===== src/rtl/tnkiii_linebuf_pkg.sv =====
// Shared types, default horizontal positions and small helpers for the
// sprite line buffer sequencer.
package tnkiii_linebuf_pkg;

    // Position inside one pixel period; one value per phase enable.
    typedef enum logic [1:0] {
        PH_CK0  = 2'd0,
        PH_CK0N = 2'd1,
        PH_CK1  = 2'd2,
        PH_CK1N = 2'd3
    } phase_e;

    // Sprite strip write sequencer states.
    typedef enum logic [1:0] {
        IDLE  = 2'd0,
        LOAD  = 2'd1,
        WRITE = 2'd2
    } fsm_e;

    localparam logic [8:0] LINE_END_H_DEF = 9'd383;
    localparam logic [8:0] RD_LOAD_H_DEF  = 9'd380;
    localparam logic [8:0] WR_GUARD_H_DEF = 9'd376;
    localparam logic [4:0] MAX_LEN_DEF    = 5'd16;

    // Phase sequence CK0 -> CK0n -> CK1 -> CK1n -> CK0.
    function automatic phase_e next_phase(input phase_e ph);
        phase_e nxt;
        case (ph)
            PH_CK0:  nxt = PH_CK0N;
            PH_CK0N: nxt = PH_CK1;
            PH_CK1:  nxt = PH_CK1N;
            PH_CK1N: nxt = PH_CK0;
            default: nxt = PH_CK0;
        endcase
        return nxt;
    endfunction

    // A strip length is usable when it is 1..max_len pixels.
    function automatic logic len_valid(input logic [4:0] len, input logic [4:0] max_len);
        return (len != 5'd0) && (len <= max_len);
    endfunction

endpackage


===== src/rtl/tnkiii_pix_phase_gen.sv =====
// Splits the 4x pixel-rate master enable into the four one-clk phase
// enables. The *_stb outputs are the same decisions one clk early so the
// parent can register events that line up exactly with CK0 / CK1.
module tnkiii_pix_phase_gen
    import tnkiii_linebuf_pkg::*;
(
    input  logic clk,
    input  logic rst_n,
    input  logic pix_cen,
    output logic ck0_stb,
    output logic ck1_stb,
    output logic ck0,
    output logic ck0n,
    output logic ck1,
    output logic ck1n
);

    phase_e ph_r;
    logic   ck0_r;
    logic   ck0n_r;
    logic   ck1_r;
    logic   ck1n_r;
    logic   ck0n_stb_s;
    logic   ck1n_stb_s;

    assign ck0_stb    = pix_cen && (ph_r == PH_CK0);
    assign ck0n_stb_s = pix_cen && (ph_r == PH_CK0N);
    assign ck1_stb    = pix_cen && (ph_r == PH_CK1);
    assign ck1n_stb_s = pix_cen && (ph_r == PH_CK1N);

    // Phase counter and registered phase enables.
    always_ff @(posedge clk or negedge rst_n) begin
        if (!rst_n) begin
            ph_r   <= PH_CK0;
            ck0_r  <= 1'b0;
            ck0n_r <= 1'b0;
            ck1_r  <= 1'b0;
            ck1n_r <= 1'b0;
        end else begin
            ck0_r  <= ck0_stb;
            ck0n_r <= ck0n_stb_s;
            ck1_r  <= ck1_stb;
            ck1n_r <= ck1n_stb_s;
            if (pix_cen) begin
                ph_r <= next_phase(ph_r);
            end else begin
                ph_r <= ph_r;
            end
        end
    end

    assign ck0  = ck0_r;
    assign ck0n = ck0n_r;
    assign ck1  = ck1_r;
    assign ck1n = ck1n_r;

endmodule


===== src/rtl/tnkiii_linebuf_ctrl.sv =====
// Ping-pong sprite line buffer sequencer: phase enables, per-line bank
// swap and read-counter preload, and the sprite strip write sequencer.
module tnkiii_linebuf_ctrl
    import tnkiii_linebuf_pkg::*;
#(
    parameter logic [8:0] LINE_END_H = LINE_END_H_DEF,
    parameter logic [8:0] RD_LOAD_H  = RD_LOAD_H_DEF,
    parameter logic [8:0] WR_GUARD_H = WR_GUARD_H_DEF,
    parameter logic [4:0] MAX_LEN    = MAX_LEN_DEF
) (
    input  logic       clk,
    input  logic       VIDEO_RSTn,
    input  logic       PIX_CEN,
    input  logic [8:0] H_CNT,
    input  logic       FLIP,
    input  logic [8:0] RD_BASE,
    input  logic       SPR_REQ,
    input  logic [8:0] SPR_X,
    input  logic [4:0] SPR_LEN,
    output logic       SPR_ACK,
    output logic       SPR_PIX,
    output logic       CK0,
    output logic       CK0n,
    output logic       CK1,
    output logic       CK1n,
    output logic       LT,
    output logic       BANK,
    output logic       LD,
    output logic       FCK,
    output logic [8:0] FL_Y,
    output logic       HLD,
    output logic       FY8,
    output logic [7:0] FY,
    output logic       INVn,
    output logic       OVERRUN
);

    logic       ck0_stb_s;
    logic       ck1_stb_s;
    logic       line_end_s;
    logic       rd_load_s;
    logic       busy_s;

    logic       lt_r;
    logic       bank_r;
    logic       hld_r;
    logic       inv_n_r;
    logic [8:0] fy_r;

    fsm_e       state_r;
    logic [4:0] cnt_r;
    logic [8:0] fl_y_r;
    logic       ld_r;
    logic       fck_r;
    logic       spr_pix_r;
    logic       spr_ack_r;
    logic       ack_due_r;
    logic       overrun_r;

    tnkiii_pix_phase_gen u_phase (
        .clk     (clk),
        .rst_n   (VIDEO_RSTn),
        .pix_cen (PIX_CEN),
        .ck0_stb (ck0_stb_s),
        .ck1_stb (ck1_stb_s),
        .ck0     (CK0),
        .ck0n    (CK0n),
        .ck1     (CK1),
        .ck1n    (CK1n)
    );

    // H_CNT is only looked at on the CK1 phase for line events.
    assign line_end_s = ck1_stb_s && (H_CNT == LINE_END_H);
    assign rd_load_s  = ck1_stb_s && (H_CNT == RD_LOAD_H);
    assign busy_s     = (state_r == LOAD) || (state_r == WRITE);

    // Line toggle, bank swap, readout latches and the read-load strobe.
    always_ff @(posedge clk or negedge VIDEO_RSTn) begin
        if (!VIDEO_RSTn) begin
            lt_r    <= 1'b0;
            bank_r  <= 1'b0;
            hld_r   <= 1'b1;
            inv_n_r <= 1'b1;
            fy_r    <= 9'd0;
        end else begin
            lt_r <= line_end_s;
            if (line_end_s) begin
                bank_r  <= ~bank_r;
                inv_n_r <= ~FLIP;
                fy_r    <= RD_BASE;
            end else begin
                bank_r  <= bank_r;
                inv_n_r <= inv_n_r;
                fy_r    <= fy_r;
            end
            // HLD spans exactly one CK1-to-CK1 period.
            if (ck1_stb_s) begin
                hld_r <= ~rd_load_s;
            end else begin
                hld_r <= hld_r;
            end
        end
    end

    // Strip write sequencer: accept, address load, counted pixel burst,
    // and truncation when the line ends under a burst.
    always_ff @(posedge clk or negedge VIDEO_RSTn) begin
        if (!VIDEO_RSTn) begin
            state_r   <= IDLE;
            cnt_r     <= 5'd0;
            fl_y_r    <= 9'd0;
            ld_r      <= 1'b0;
            fck_r     <= 1'b0;
            spr_pix_r <= 1'b0;
            spr_ack_r <= 1'b0;
            ack_due_r <= 1'b0;
            overrun_r <= 1'b0;
        end else begin
            spr_pix_r <= 1'b0;
            spr_ack_r <= ack_due_r;
            ack_due_r <= 1'b0;
            fck_r     <= 1'b0;
            if (line_end_s) begin
                // Set wins over the per-line clear when a burst is cut.
                overrun_r <= busy_s;
                if (busy_s) begin
                    spr_ack_r <= 1'b1;
                    state_r   <= IDLE;
                    ld_r      <= 1'b0;
                end else begin
                    state_r   <= state_r;
                end
            end else begin
                case (state_r)
                    IDLE: begin
                        if (ck0_stb_s && SPR_REQ) begin
                            if (!len_valid(SPR_LEN, MAX_LEN)) begin
                                spr_ack_r <= 1'b1;
                            end else if (H_CNT < WR_GUARD_H) begin
                                fl_y_r  <= SPR_X;
                                cnt_r   <= SPR_LEN;
                                ld_r    <= 1'b1;
                                fck_r   <= 1'b1;
                                state_r <= LOAD;
                            end else begin
                                state_r <= IDLE;
                            end
                        end else begin
                            state_r <= IDLE;
                        end
                    end
                    LOAD: begin
                        // The CK0 that ends the load is also the first pixel.
                        if (ck0_stb_s) begin
                            ld_r      <= 1'b0;
                            spr_pix_r <= 1'b1;
                            cnt_r     <= cnt_r - 5'd1;
                            state_r   <= WRITE;
                        end else begin
                            state_r   <= LOAD;
                        end
                    end
                    WRITE: begin
                        if (ck0_stb_s) begin
                            if (cnt_r == 5'd0) begin
                                ack_due_r <= 1'b1;
                                state_r   <= IDLE;
                            end else begin
                                spr_pix_r <= 1'b1;
                                cnt_r     <= cnt_r - 5'd1;
                            end
                        end else begin
                            state_r <= WRITE;
                        end
                    end
                    default: begin
                        ld_r    <= 1'b0;
                        state_r <= IDLE;
                    end
                endcase
            end
        end
    end

    assign LT      = lt_r;
    assign BANK    = bank_r;
    assign HLD     = hld_r;
    assign INVn    = inv_n_r;
    assign FY8     = fy_r[8];
    assign FY      = fy_r[7:0];
    assign LD      = ld_r;
    assign FCK     = fck_r;
    assign FL_Y    = fl_y_r;
    assign SPR_PIX = spr_pix_r;
    assign SPR_ACK = spr_ack_r;
    assign OVERRUN = overrun_r;

endmodule


===== config.mk =====
export PLATFORM = sky130hd
export DESIGN_NAME = tnkiii_linebuf_ctrl
export DESIGN_NICKNAME = d
export VERILOG_FILES = /design/src/rtl/tnkiii_linebuf_pkg.sv /design/src/rtl/tnkiii_pix_phase_gen.sv /design/src/rtl/tnkiii_linebuf_ctrl.sv
export SDC_FILE = /design/constraint.sdc
export NUM_CORES = 1
export LEC_CHECK = 0
export CORE_MARGIN = 2
export CORE_UTILIZATION = 48
export CTS_CLUSTER_SIZE = 28
export DETAILED_ROUTE_END_ITERATION = 12
export MAX_ROUTING_LAYER = met4
export PLACE_DENSITY = 0.84
export SYNTH_ARGS = -nofsm -noshare
export SYNTH_HDL_FRONTEND = slang
export SYNTH_HIERARCHICAL = 1
export SYNTH_SLANG_ARGS = --single-unit

===== constraint.sdc =====
create_clock -name clk -period 3.8 [get_ports clk]
set_input_delay 0.38 -clock clk [delete_from_list [all_inputs] [get_ports clk]]
set_output_delay 0.38 -clock clk [all_outputs]
set_load 0.01 [all_outputs]

==> results.json <==
{
  "cts_buffers": 5,
  "tritoncts": "yes",
  "rsz0062_at_grt": "no",
  "max_freq_ghz": 0.377,
  "diodes": 0,
  "mostFrequentLayoutCells": "66 x clkdlybuf4s50_1, 41 x nand2_1, 39 x dfrtp_1",
  "hold_class": "in -> async",
  "setup_viol": 0,
  "period_share_pct": 69.7,
  "ys_warn_count": 6,
  "wl_per_cell_um": 14.9,
  "via_count": 1621,
  "peakVddDrop_mv": 0.283,
  "clock-sinks": 41,
  "grt_pass1_vias": 1522,
  "cp_slowest_cell": "clkdlybuf4s50_1",
  "grt_antenna_before_repair": 0,
  "fin_ws_ns": 1.15,
  "power_frac_comb_pct": 39.2,
  "max-clock-path-buffers": 2,
  "place_inst": 297,
  "final_cells": 305,
  "share_seq_of_total_power_pct": 38.2,
  "fp.coreArea_um2": 3970,
  "synthesis.area_um2": 1970,
  "post_cts.repair.setup_buffers": 0,
  "grt_pass1_wl_um": 7060,
  "worstRegToRegCells": 8,
  "switching_share_pct": 32.6,
  "end_kind": "flop",
  "synth-edff-count": 0,
  "start_kind": "primary input",
  "finish.net_count": 301,
  "multiInputGateArea_um2": 881,
  "io_buffers": 67,
  "tns_ns": 0,
  "hpwl_um": 3320,
  "pin_count": 68,
  "start_util_pct": 49.7,
  "slew_headroom_pct": 41.8,
  "ys_seq_elements": 41,
  "ys_top_cells_by_area": "dfrtp_1 49%, nand2_1 7.8%, mux2_4 6.8%, ha_1 6.3%, o21ai_0 3.0%",
  "yosysTopAreaCell": "dfrtp_1",
  "syn_to_final_growth_pct": 41.5,
  "slowest_delay_ns": 0.57,
  "rrSetupSlack_ns": 1.17,
  "syn_area_per_cell_um2": 10.7,
  "cts_max_level": 2,
  "layout.area.seq_um2": 1030,
  "clk_latency_ns": 0.31,
  "path_max_fanout": 19,
  "grtUsageTotal_pct": 21.9,
  "max_cap_viol_count": 0,
  "place_ws_ns": 0.815,
  "route.detailed.drc": 0,
  "fin_crit_ns": 2.65,
  "crit_required_ns": 4.00,
  "internal-power_mw": 1.10,
  "drtIter0Drc": 132,
  "clockRootBuffer": "clkbuf_8",
  "drv_slew": 0,
  "final_common_cell": "clkdlybuf4s50_1",
  "place_congestion": 0.820,
  "clk_pin_slew_ns": 0.08,
  "syn_inst": 185,
  "power_frac_clock_pct": 22.6,
  "cts_hold_buf": 0,
  "p_per_area_nw_per_um2": 585,
  "ys_seq_area_share_pct": 52.1,
  "ys_types": 39,
  "drive_above_1_share_pct": 11.4,
  "nFillCells": 300,
  "finClkSkew_ns": 0.00862,
  "worst_pin_slew_ns": 0.872,
  "yosys_most_used_dff": "dfrtp_1",
  "dieArea_um2": 4640,
  "postCtsResizedCells": 0,
  "p_leak_nw": 1.28,
  "crit_chain": "clkdlybuf4s50_1 > and2_2 > and4b_4 > nand4_4 > inv_2 > or3_1 > mux2_4",
  "reg2reg_to": "FL_Y[0]",
  "r2r-start": "u_phase/ph_r[0]",
  "arrival_ns": 2.85,
  "grt-ovfl-total": 0,
  "timing.hold.ws_ns": 0.187,
  "switching_power_mw": 0.533,
  "hold_viol_final": 0,
  "synth_top_cell_area_share_pct": 49.5,
  "outcome": "complete, no violations",
  "via_per_inst": 5.31,
  "synth_async_sr_flop_share_pct": 100,
  "die_h_um": 68.1,
  "postRouteAntennaNets": 0,
  "die_x_um": 68.1,
  "wirelength_um": 4560,
  "critPathKind": "in -> reg",
  "grt_max_degree": 42,
  "fp-row-count": 23,
  "dr.pass1.iters": 4,
  "syn_nets": 232
}
-- synth_stat cells (2+ instances only) --
master,number
o21ai_1,2
a21oi_1,4
o21ai_0,12
and2_2,4
mux2_4,9
nor2_1,7
mux2i_1,3
ha_1,10
nor3_1,4
o31ai_1,2
nand2_1,41
clkbuf_1,4
o211ai_1,2
inv_1,9
dfstp_2,2
dfrtp_1,39
nand3_1,6
a41oi_1,3
xnor2_1,2
-- worst max-delay path, delay by kind of cell --
kind,cells,cell delay [ns]
buf+inv,2,0.87
mux,1,0.35
simple gates,4,1.24
-- sequential cells by signal (all words and copies together), names as in the netlist --
signal / count
BANK: 1
FCK: 1
FL_Y: 9
HLD: 1
INVn: 1
LD: 1
LT: 1
OVERRUN: 1
SPR_ACK: 1
SPR_PIX: 1
ack_due_r: 1
cnt_r: 5
fy_r: 9
state_r: 2
u_phase/ck0: 1
u_phase/ck0n: 1
u_phase/ck1: 1
u_phase/ck1n: 1
u_phase/ph_r: 2
-- through the flow --
step	instance area (um2)	total power [mW]	utilization [%]
final	2790	1.63	70.3
after global placement	2680	1.24	67.4
after floorplan	1970	0.994	-
after detailed placement	2680	1.26	67.4
after CTS	2790	1.64	70.3
after global routing	2790	1.73	70.3
-- power groups by stage --
stage	combinational, mW	clock, mW	sequential [mW]
final	0.639	0.369	0.623
after global routing	0.700	0.394	0.636
after CTS	0.640	0.375	0.623
after detailed placement	0.636	0	0.629
after global placement	0.615	0	0.623
after floorplan	0.348	0	0.646
-- metal layers --
metal	vias to the layer above	part of all wire [%]	global-route usage (%)	routed length (um)
met5	-	0	-	0
met3	8	6.1	5.59	277
met1	777	41	25.4	1890
li1	781	-	-	-
met4	0	2.2	10.5	102
met2	55	50	35.6	2290
-- logic make-up after synthesis --
logic type | share of synthesized area [%]
AND/OR/NAND/NOR | 18.5
flip-flops | 52.1
AO/OA/AOI/OAI | 10.5
buffers and inverters | 3.23
multiplexers | 8.37
adder cells (fa/ha/maj) | 6.34
XOR/XNOR | 0.888
-- final cells by class --
cell class	instances	share of cell area (%)
repair buffers	67	23.8
clock buffers	7	3.09
clock inverters	1	1.08
flip-flops and latches	41	36.8
well taps	50	2.24
inverters	10	1.34
multi-input cells	129	31.6
-- worst max-delay path by stage --
stage	from	end	cells past startpoint
2_1_floorplan	u_phase/ph_r[0]	FL_Y[0]	9
3_3_place_gp	PIX_CEN	FL_Y[4]	7
3_5_place_dp	PIX_CEN	FL_Y[4]	7
4_1_cts	PIX_CEN	FL_Y[4]	7
5_1_grt	u_phase/ph_r[0]	FL_Y[4]	8
6_report	PIX_CEN	FL_Y[0]	7
(Power assumes the default switching activity.)
